[config.mk]
export PLATFORM = sky130hd
export DESIGN_NAME = core_dispatcher
export DESIGN_NICKNAME = d
export VERILOG_FILES = /design/src/rtl/dispatcher_pkg.sv /design/src/rtl/dispatch_watchdog.sv /design/src/rtl/core_dispatcher.sv
export SDC_FILE = /design/constraint.sdc
export NUM_CORES = 1
export LEC_CHECK = 0
export CAP_MARGIN = 15
export CORE_MARGIN = 5
export CORE_UTILIZATION = 45
export CTS_CLUSTER_DIAMETER = 150
export DETAILED_ROUTE_END_ITERATION = 6
export PLACE_DENSITY = 0.74
export SYNTH_ARGS = -nofsm -noshare
export SYNTH_HDL_FRONTEND = slang
export SYNTH_HIERARCHICAL = 1
export SYNTH_SLANG_ARGS = --single-unit
[constraint.sdc]
create_clock -name clk -period 4.6 [get_ports clk]
set_input_delay 0.92 -clock clk [delete_from_list [all_inputs] [get_ports clk]]
set_output_delay 0.92 -clock clk [all_outputs]
set_load 0.01 [all_outputs]
[src/rtl/dispatcher_pkg.sv]
// Shared types and status codes for the compute-core launch dispatcher.
package dispatcher_pkg;

    typedef enum logic [1:0] {
        S_IDLE,
        S_START,
        S_RUN,
        S_FINISH
    } disp_state_t;

    localparam logic [1:0] ST_OK      = 2'b00;
    localparam logic [1:0] ST_TIMEOUT = 2'b01;
    localparam logic [1:0] ST_ABORT   = 2'b10;

endpackage

[src/rtl/dispatch_watchdog.sv]
// Saturating RUN-cycle counter; expired flags the TIMEOUT-th enabled cycle.
module dispatch_watchdog #(
    parameter int TIMEOUT = 65535
) (
    input  logic clk,
    input  logic rst_n,
    input  logic clear,
    input  logic enable,
    output logic expired
);

    localparam int               CNT_W = (TIMEOUT > 0) ? $clog2(TIMEOUT + 1) : 1;
    localparam logic [CNT_W-1:0] SAT   = CNT_W'(TIMEOUT);
    localparam logic [CNT_W-1:0] LAST  = (TIMEOUT > 0) ? CNT_W'(TIMEOUT - 1) : '0;

    logic [CNT_W-1:0] count;

    always_ff @(posedge clk or negedge rst_n) begin
        if (!rst_n) begin
            count <= '0;
        end else if (clear) begin
            count <= '0;
        end else if (enable && count != SAT) begin
            count <= count + 1'b1;
        end
    end

    // count holds the number of completed RUN cycles, so LAST marks the TIMEOUT-th one
    assign expired = (TIMEOUT != 0) && enable && (count == LAST);

endmodule

[src/rtl/core_dispatcher.sv]
// Launch controller: starts the selected compute cores and collects their done lines.
module core_dispatcher
    import dispatcher_pkg::*;
#(
    parameter int CORE_NUM = 4,
    parameter int ADDR_W   = 16,
    parameter int TIMEOUT  = 65535
) (
    input  logic                clk,
    input  logic                rst_n,
    input  logic                launch_valid,
    output logic                launch_ready,
    input  logic [CORE_NUM-1:0] launch_mask,
    input  logic [ADDR_W-1:0]   launch_addr,
    input  logic                abort,
    output logic [CORE_NUM-1:0] core_en,
    output logic [CORE_NUM-1:0] core_start,
    output logic [ADDR_W-1:0]   core_addr,
    input  logic [CORE_NUM-1:0] core_done,
    output logic                busy,
    output logic                launch_done,
    output logic [1:0]          status,
    output logic [CORE_NUM-1:0] done_mask
);

    disp_state_t         state;
    logic [CORE_NUM-1:0] done_now;
    logic [CORE_NUM-1:0] done_all;
    logic                wd_clear;
    logic                wd_enable;
    logic                wd_expired;

    assign done_now     = core_done & core_en;
    assign done_all     = done_mask | done_now;
    assign launch_ready = (state == S_IDLE);
    assign busy         = (state != S_IDLE);
    assign wd_clear     = (state == S_START);
    assign wd_enable    = (state == S_RUN);

    dispatch_watchdog #(
        .TIMEOUT (TIMEOUT)
    ) u_watchdog (
        .clk     (clk),
        .rst_n   (rst_n),
        .clear   (wd_clear),
        .enable  (wd_enable),
        .expired (wd_expired)
    );

    always_ff @(posedge clk or negedge rst_n) begin
        if (!rst_n) begin
            state       <= S_IDLE;
            core_en     <= '0;
            core_start  <= '0;
            core_addr   <= '0;
            launch_done <= 1'b0;
            status      <= ST_OK;
            done_mask   <= '0;
        end else begin
            core_start  <= '0;
            launch_done <= 1'b0;
            case (state)
                S_IDLE: begin
                    if (launch_valid) begin
                        core_en    <= launch_mask;
                        core_addr  <= launch_addr;
                        core_start <= launch_mask;
                        done_mask  <= '0;
                        status     <= ST_OK;
                        state      <= S_START;
                    end
                end
                S_START: begin
                    if (core_en == '0) begin
                        launch_done <= 1'b1;
                        state       <= S_FINISH;
                    end else begin
                        state <= S_RUN;
                    end
                end
                S_RUN: begin
                    done_mask <= done_all;
                    // completion wins over abort, abort wins over the watchdog
                    if (done_all == core_en) begin
                        launch_done <= 1'b1;
                        state       <= S_FINISH;
                    end else if (abort) begin
                        status      <= ST_ABORT;
                        launch_done <= 1'b1;
                        state       <= S_FINISH;
                    end else if (wd_expired) begin
                        status      <= ST_TIMEOUT;
                        launch_done <= 1'b1;
                        state       <= S_FINISH;
                    end
                end
                S_FINISH: begin
                    core_en <= '0;
                    state   <= S_IDLE;
                end
                default: state <= S_IDLE;
            endcase
        end
    end

endmodule

==> results of run 1 <==
synthesized netlist by cell type, types with 7 or more instances:
library cell | n | area [um2]
o21ai_0 | 16 | 80.1
inv_1 | 9 | 33.8
nand4_1 | 8 | 50.1
clkbuf_1 | 9 | 33.8
a21oi_1 | 17 | 85.1
nand3_1 | 9 | 45.0
dfrtp_1 | 49 | 1230
and3_1 | 7 | 43.8
nor2_1 | 7 | 26.3
nand2_1 | 69 | 259
critical path, stage by stage, from the launching register on:
cell and delay, ns:
dfrtp_1 0.44, inv_1 0.11, ha_1 0.41, clkinv_1 0.35, clkdlybuf4s50_1 0.56
placed cells by master, fill, tap and decap left out, types with 4 or more instances in the layout:
cell type and count:
nand2_1 69, clkdlybuf4s50_1 59, dfrtp_1 49, a21oi_1 17, o21ai_0 16, inv_1 9
nand3_1 9, nand4_1 8, and3_1 7, nor2_1 7, nor4_1 6, a31oi_1 6
ha_1 6, clkbuf_8 6, or3_1 4, nor3_1 4
where the power goes:
group	leakage, uW	switching [uW]	internal, uW	total [uW]
sequential	0.000647	116	558	674
clock	0.0000585	140	177	317
combinational	0.000703	417	401	817
sequential cells by signal, indices dropped and copies added (netlist names):
signal,flops
core_addr,16
launch_done,1
core_start,4
status,2
state,2
done_mask,4
u_watchdog/count,16
core_en,4
cell type report:
cell class,count,share of cell area
clock buffers,7,0.0261
multi-input cells,204,0.366
well taps,72,0.0273
flip-flops and latches,49,0.371
clock inverters,1,0.00909
repair buffers,62,0.189
inverters,10,0.0114
metrics by stage:
stage | hold slack, ns | instance area [um2]
final | 0.483 | 3300
after global routing | 0.511 | 3300
after CTS | 0.489 | 3280
after detailed placement | 0.462 | 3170
after global placement | 0.458 | 3170
after floorplan | 0.514 | 2510
per-layer routing:
metal	share of wire	routed length [um]	GRT usage
met1	0.45	2620	0.215
met2	0.46	2690	0.275
met3	0.072	417	0.0432
met4	0.013	76	0.0561
met5	0	0	0
worst min path at each step:
stage / startpoint / to / slack, ns / cells past startpoint
final: core_addr[6]$_DFFE_PN0P_ / core_addr[6]$_DFFE_PN0P_ / 0.48 / 2
after global routing: core_addr[4]$_DFFE_PN0P_ / core_addr[4]$_DFFE_PN0P_ / 0.51 / 2
after CTS: core_addr[6]$_DFFE_PN0P_ / core_addr[6]$_DFFE_PN0P_ / 0.49 / 2
after detailed placement: core_addr[2]$_DFFE_PN0P_ / core_addr[2]$_DFFE_PN0P_ / 0.46 / 2
after global placement: core_addr[13]$_DFFE_PN0P_ / core_addr[13]$_DFFE_PN0P_ / 0.46 / 2
after floorplan: core_addr[0]$_DFFE_PN0P_ / core_addr[0]$_DFFE_PN0P_ / 0.51 / 2
cell families (layout without fill, tap and decap cells):
kind of cell    count (synthesis)  in the layout  synth area share
compound gates                 60             60             0.163
simple gates                  134            134             0.270
mux                             4              4            0.0179
fa+ha+maj                       6              6            0.0299
buf+inv                        20             80            0.0304
flops                          49             49             0.488
==> summary.md, run 1 <==
| Metric | Value |
|---|---|
| Syn nets | `307` |
| Die height | `84.7 um` |
| Remaining antenna violation count | `0` |
| WL/cell | `14.3 um` |
| # IOs | `61` |
| Vias | `2238` |
| Reg area | `1230 um2` |
| CP Class | `register to output pin` |
| Dpl hpwl | `4.21 mm` |
| Clock Sinks | `49` |
| Peak supply drop | `0.305 mV` |
| CP Launch Point | `state[0]$_DFFE_PN0P_` |
| Worst-path clk slew | `0.09 ns` |
| Initial antenna violation count | `0` |
| Mean area per synthesized cell | `9.20 um2` |
| Gr usage total | `0.167` |
| R2r startpoint | `state[0]$_DFFE_PN0P_` |
| Via density | `5.53` |
| Layout area overhead | `31.5%` |
| Design Power | `1810 uW` |
| Fin Setup TNS | `0 ns` |
| Reg2reg setup slack | `2.36 ns` |
| FF+latch count, synth | `49` |
| Share of cells above drive strength 1 | `0.0601` |
| RSZ-0062 raised after global routing | `no` |
| DRC | `0` |
| CP Launch Type | `register` |
| Final core utilization | `0.603` |
| Gr ovfl total | `0` |
| Yosys warning total | `6` |
| Die Area | `7170 um2` |
| HP Class | `register to register` |
| CTS H-tree depth | `2` |
| Worst Setup EP | `busy` |
| Area of the multi-input gates | `1210 um2` |
| Synth cell types | `49` |
| Final min period | `3.10 ns` |
| Max Cap Viol | `0` |
| Synth Cell Area | `2510 um2` |
| Initial Util | `0.459` |
| Worst Path Arrival | `2.18 ns` |
| Drt pass-1 iters | `4` |
| CTS tree | `yes` |
| Clock latency on the worst-skew pair | `0.30 ns` |
| Worst rel slew slack | `0.533` |
| Non-Filler Instances | `405` |
| Die Width | `84.7 um` |
| Setup ws final | `1.50 ns` |
| Number of enable flip-flop cells after synthesis | `0` |
| Initial DRC count | `125` |
| Vias in the first global route | `2129` |
| CORE AREA | `5470 um2` |
| Worst r2r dst | `state[1]$_DFFE_PN0P_` |
| Final-report max-slew violation count | `0` |
| FMAX | `323 MHz` |
| Num CTS Buffers | `5` |
| Cells after Synth | `273` |
| Number of setup buffers added after CTS | `0` |
| Pre-CTS WS | `1.89 ns` |
| Leak Pwr | `0.00141 uW` |
| Worst-margin pin slew | `0.695 ns` |
| Status | `complete, no violations` |
| CP Capture Type | `output pin` |
| Placed Cells | `396` |
| Largest net degree at the start of global routing | `50` |
| Power per cell area | `548 nW/um2` |
| R2R depth | `6` |
| Hold-fix buffers, CTS | `0` |
| # fillers | `488` |
| Final period utilization | `0.673` |
| Post-layout net count | `366` |
| CTS root buf | `clkbuf_8` |
| Routed WL | `5.80 mm` |
| CP required | `3.68 ns` |
| Port buffer count | `60` |
| FP Rows | `27` |
| Crit-path max FO | `13` |
| Clk_skew | `0.00570 ns` |
| Seq/Total Area, Yosys | `0.488` |
| RePlAce Congestion | `0.839` |
| Post-CTS resize count | `0` |
| First-pass GRT wire length | `9.81 mm` |
| Ant. Diodes | `0` |
| Leading register cell type out of synthesis | `dfrtp_1` |
| Bufs on Longest Clock Path | `2` |
| Hold Vio Cnt, Final | `0` |
| Endpoints failing setup | `0` |
| Ys async rst share | `1.00` |
Note: power is estimated with default switching activity, not from simulation.
==> inputs of run 2 (changes only) <==
Settings changed: PLACE_DENSITY 0.74 to 0.77.
Clock period 4.6 ns to 2.7 ns, I/O delays scaled along.
==> run 2 against run 1 <==
  * Power up 73%
  * Critical endpoint unchanged
  * Non-clock buffer count up 5
  * Count of clock-buffer cells in the layout unchanged
  * Flip-flop and latch count unchanged
  * Cell count up 1.2%
  * First-iteration DRC count up 49%
  * Critical path type unchanged
  * Clock power up 69%
  * Setup slack worse by 1.0 ns
==> summary.md, run 2 (synthesis results as in run 1) <==
| Metric | Value |
|---|---|
| Status | `complete, no violations` |
| Largest net degree at the start of global routing | `23` |
| # IOs | `61` |
| Power per cell area | `940 nW/um2` |
| Clk pwr share | `0.172` |
| Worst-path clk slew | `0.08 ns` |
| Routed WL | `6.03 mm` |
| Leak Pwr | `0.00143 uW` |
| Final min period | `2.20 ns` |
| Die Area | `7170 um2` |
| Max Cap Viol | `0` |
| Worst Path Arrival | `1.66 ns` |
| Hold-fix buffers, CTS | `0` |
| RSZ-0062 raised after global routing | `no` |
| Post-layout net count | `371` |
| First-pass GRT wire length | `10.3 mm` |
| Remaining antenna violation count | `0` |
| WL/cell | `14.7 um` |
| Share of cells above drive strength 1 | `0.0740` |
| Initial DRC count | `186` |
| Initial Util | `0.459` |
| Layout area overhead | `32.5%` |
| Post-Layout Inst Area | `3330 um2` |
| NetSw | `1160 uW` |
| Port buffer count | `60` |
| Fin Setup TNS | `0 ns` |
| Most frequent cells in the layout | `69 x nand2_1, 59 x clkdlybuf4s50_1, 49 x dfrtp_1, 17 x a21oi_1, 16 x o21ai_0` |
| Die height | `84.7 um` |
| HP Class | `input pin to asynchronous set/reset pin` |
| Via density | `5.60` |
| CTS tree | `yes` |
| Number of setup buffers added after CTS | `0` |
| Worst-margin pin slew | `0.626 ns` |
| R2R depth | `5` |
| Hold Vio Cnt, Final | `0` |
| Net Sw Frac | `0.372` |
| Die Width | `84.7 um` |
| CTS H-tree depth | `2` |
| Most common cell after layout, fill and taps aside | `nand2_1` |
| Bufs on Longest Clock Path | `2` |
| Internal | `1960 uW` |
| DP Area | `3210 um2` |
| DRC | `0` |
| Drt pass-1 iters | `4` |
| Comb pwr share | `0.462` |
| RePlAce Congestion | `0.892` |
| Peak supply drop | `0.588 mV` |
| CORE AREA | `5470 um2` |
| Ant. Diodes | `0` |
| Vias in the first global route | `2190` |
| CP required | `2.16 ns` |
| Initial antenna violation count | `0` |
| CP Launch Type | `register` |
| Clk_skew | `0.00399 ns` |
| Worst rel slew slack | `0.579` |
| Crit-path max FO | `6` |
| CP Capture Type | `output pin` |
| # fillers | `494` |
| Gr usage total | `0.175` |
| FMAX | `455 MHz` |
| Dpl hpwl | `4.42 mm` |
| CP Class | `register to output pin` |
| Post-CTS resize count | `0` |
| Sequential power share | `0.367` |
| Clock Sinks | `49` |
| Final-report max-slew violation count | `0` |
| Gr ovfl total | `0` |
| Vias | `2297` |
| FP Rows | `27` |
| Largest registers | `core_addr: 16 flops, u_watchdog/count: 16 flops` |
| Final period utilization | `0.813` |
| Clock latency on the worst-skew pair | `0.30 ns` |
| Num CTS Buffers | `5` |
| Endpoints failing setup | `0` |
| CTS root buf | `clkbuf_8` |
==> run 2: power by group through the flow <==
stage	sequential [uW]	combinational (uW)	clock (uW)
5_1_grt	1180	1580	579
3_5_place_dp	1150	1450	0
2_1_floorplan	1210	726	0
4_1_cts	1150	1460	549
6_report	1150	1440	536
3_3_place_gp	1150	1420	0
==> run 2: area by class of cell <==
class / count / area (um2) / share of cell area
clock buffers: 7 / 86.3 / 0.0259
flip-flops and latches: 49 / 1230 / 0.369
clock inverters: 1 / 30.0 / 0.00903
repair buffers: 67 / 648 / 0.195
inverters: 10 / 37.5 / 0.0113
multi-input cells: 204 / 1210 / 0.363
well taps: 72 / 90.1 / 0.0271
==> run 2: worst paths after layout <==
kind / slack, ns / startpoint / end
setup / recovery: 0.50 / state[0]$_DFFE_PN0P_ / busy
hold / removal: 0.19 / rst_n / core_addr[2]$_DFFE_PN0P_
setup reg to reg: 0.55 / state[0]$_DFFE_PN0P_ / u_watchdog/count[14]$_DFFE_PN0P_
hold reg to reg: 0.48 / core_addr[15]$_DFFE_PN0P_ / core_addr[15]$_DFFE_PN0P_
max in group asynchronous: 1.90 / rst_n / core_addr[11]$_DFFE_PN0P_
min in group clk: 0.48 / core_addr[15]$_DFFE_PN0P_ / core_addr[15]$_DFFE_PN0P_
==> run 2: stage by stage <==
step	hold WS, ns	total power [uW]	utilization	instances	worst slack, ns
after floorplan	0.244	1940	-	273	0.886
after global placement	0.457	2570	0.587	402	0.638
after detailed placement	0.468	2610	0.587	402	0.594
after CTS	0.207	3160	0.608	410	0.493
after global routing	0.239	3350	0.608	410	0.384
final	0.194	3130	0.608	410	0.504
==> run 2: layer usage <==
metal / up-vias / global-route usage / share of wire
li1: 1099 / - / -
met1: 1116 / 0.221 / 0.43
met2: 75 / 0.294 / 0.50
met3: 7 / 0.0491 / 0.061
met4: 0 / 0.0504 / 0.010
met5: - / 0 / 0
==> run 2: worst max-delay path, stage by stage, from the launching register on <==
cell,delay [ns]
dfrtp_1,0.43
inv_1,0.09
ha_1,0.25
clkinv_1,0.07
clkdlybuf4s50_1,0.52
==> patch, RTL diff (flow settings as in run 2) <==
`TIMEOUT` is set to 65535 in 2 places; all go to 131070.
--- a/src/rtl/dispatch_watchdog.sv
+++ b/src/rtl/dispatch_watchdog.sv
@@ -2,3 +2,3 @@
 module dispatch_watchdog #(
-    parameter int TIMEOUT = 65535
+    parameter int TIMEOUT = 131070
 ) (
--- a/src/rtl/core_dispatcher.sv
+++ b/src/rtl/core_dispatcher.sv
@@ -6,3 +6,3 @@
     parameter int ADDR_W   = 16,
-    parameter int TIMEOUT  = 65535
+    parameter int TIMEOUT  = 131070
 ) (
Function: no difference found for any inputs over 10 cycles, from zero or initial values and one cycle with rst_n low; that may be too few to reach the edited logic, so the function may still have changed.
==> patch against run 2 <==
Power is 0.34% lower; sequential cell count up 1; utilization up 0.56 points; routed wire length decreased by 2.7%; sequential power barely moved; maximum frequency decreased by 14%; worst setup slack worse by 0.35 ns; synthesized area increased by 1.9%; design area grew 1.5%; critical path depth did not move; highest routed layer unchanged.
==> patch: results (changes against run 2) <==
metric;value;unit;change
outcome;completed;;
multi_input_cells;206;;+0.98%
p_sw_frac;0.377;;+0.00555
top_regs;u_watchdog/count: 17 flops, core_addr: 16 flops;;
nNonClkInverters;11;;+1
die_x;85.4;um;+0.83%
clk-power;0.546;mW;+2%
path_clk_slew;0.10;ns;+0.02 ns
met3_usage;0.0524;;+0.00336
rrSetupSlack;0.23;ns;-0.32 ns
synth_cell_types;42;;-14%
crit-reg2reg-capture;state[1];;
ys_seq_area_frac;0.489;;+0.000707
pre_cts_slack;0.292;ns;-0.302 ns
worstPathArrival;2.01;ns;+0.35 ns
synth-compound-area-share;0.146;;-0.0177
skew;0.0123;ns;+0.00835 ns
grt_pass1_wl;9.99;mm;-2.9%
clkCellAreaFrac;0.0344;;-0.000531
fill_cells;476;;-3.6%
worstMarginPinSlew;0.727;ns;+0.102 ns
layout-drive-gt1-share;0.0760;;+0.00206
first_global_vias;2146;;-2.0%
whs;0.298;ns;+0.104 ns
synth-adder-area-share;0.0342;;+0.00433
reg2reg_depth;8;;+3
seq_area;1250;sq um;+2.0%
wl_met1;2.60;mm;about the same
fin_nets;376;;+1.3%
dp_hpwl;4.20;mm;-4.9%
grt_max_degree;51;;+120%
drt_iter0_drc;158;;-15%
final.clkbuf_count;5;;-2
wl_met3;457;um;+25%
syn-num-nets;311;;+1.3%
cts_hold_buffers;0;;unchanged
grt.total_usage;0.168;;-0.00708
wl_met2;2.73;mm;-8.9%
routabilityCongestion;0.850;;-4.7%
synthMuxAreaShare;0.0279;;+0.00994
crit_fanout;13;;+7
ir_drop;0.000493;V;-16%
use_met1;0.220;;-0.00108
synth_area_leaders;dfrtp_1 49%, nand2_1 9.5%, a21oi_1 4.5%, o21ai_0 3.7%, ha_1 3.4%;;
num_vias;2231;;-2.9%
finalWirelength;5.87;mm;-2.7%
p_leak;1.48;nW;+3.8%
placed_area;3260;sq um;+1.6%
bufAreaShareNonClock;0.192;;-0.00296
synth_common_cells;65 x nand2_1, 50 x dfrtp_1, 23 x a21oi_1, 19 x o21ai_0, 11 x nor2_1;;
grtUsageMet2;0.263;;-0.0312
## patch: cell types whose count changed after synthesis, sizes merged, moves of 4 or more
cell,run 2,this run
a21oi,17,23
nand2,69,65
nor2,7,11
or3,5,9
or4,2,6
## patch: critical path, cell delays in order (launching register included)
cell,delay [ns]
dfrtp_1,0.45
inv_1,0.11
ha_1,0.46
clkinv_1,0.16
clkdlybuf4s50_1,0.51
## patch: stage by stage
step | utilization | instances | total power [mW]
after floorplan | - | 276 | 1.92
after global placement | 0.592 | 406 | 2.55
after detailed placement | 0.592 | 406 | 2.58
after CTS | 0.613 | 414 | 3.14
after global routing | 0.613 | 414 | 3.35
final | 0.613 | 414 | 3.12
## patch: logic make-up (layout without fill, tap and decap cells)
logic type,Yosys count,in the layout
AO/OA/AOI/OAI,59,59
flip-flops,50,50
adder cells (fa/ha/maj),7,7
buffers and inverters,20,86
multiplexers,6,6
AND/OR/NAND/NOR,134,134
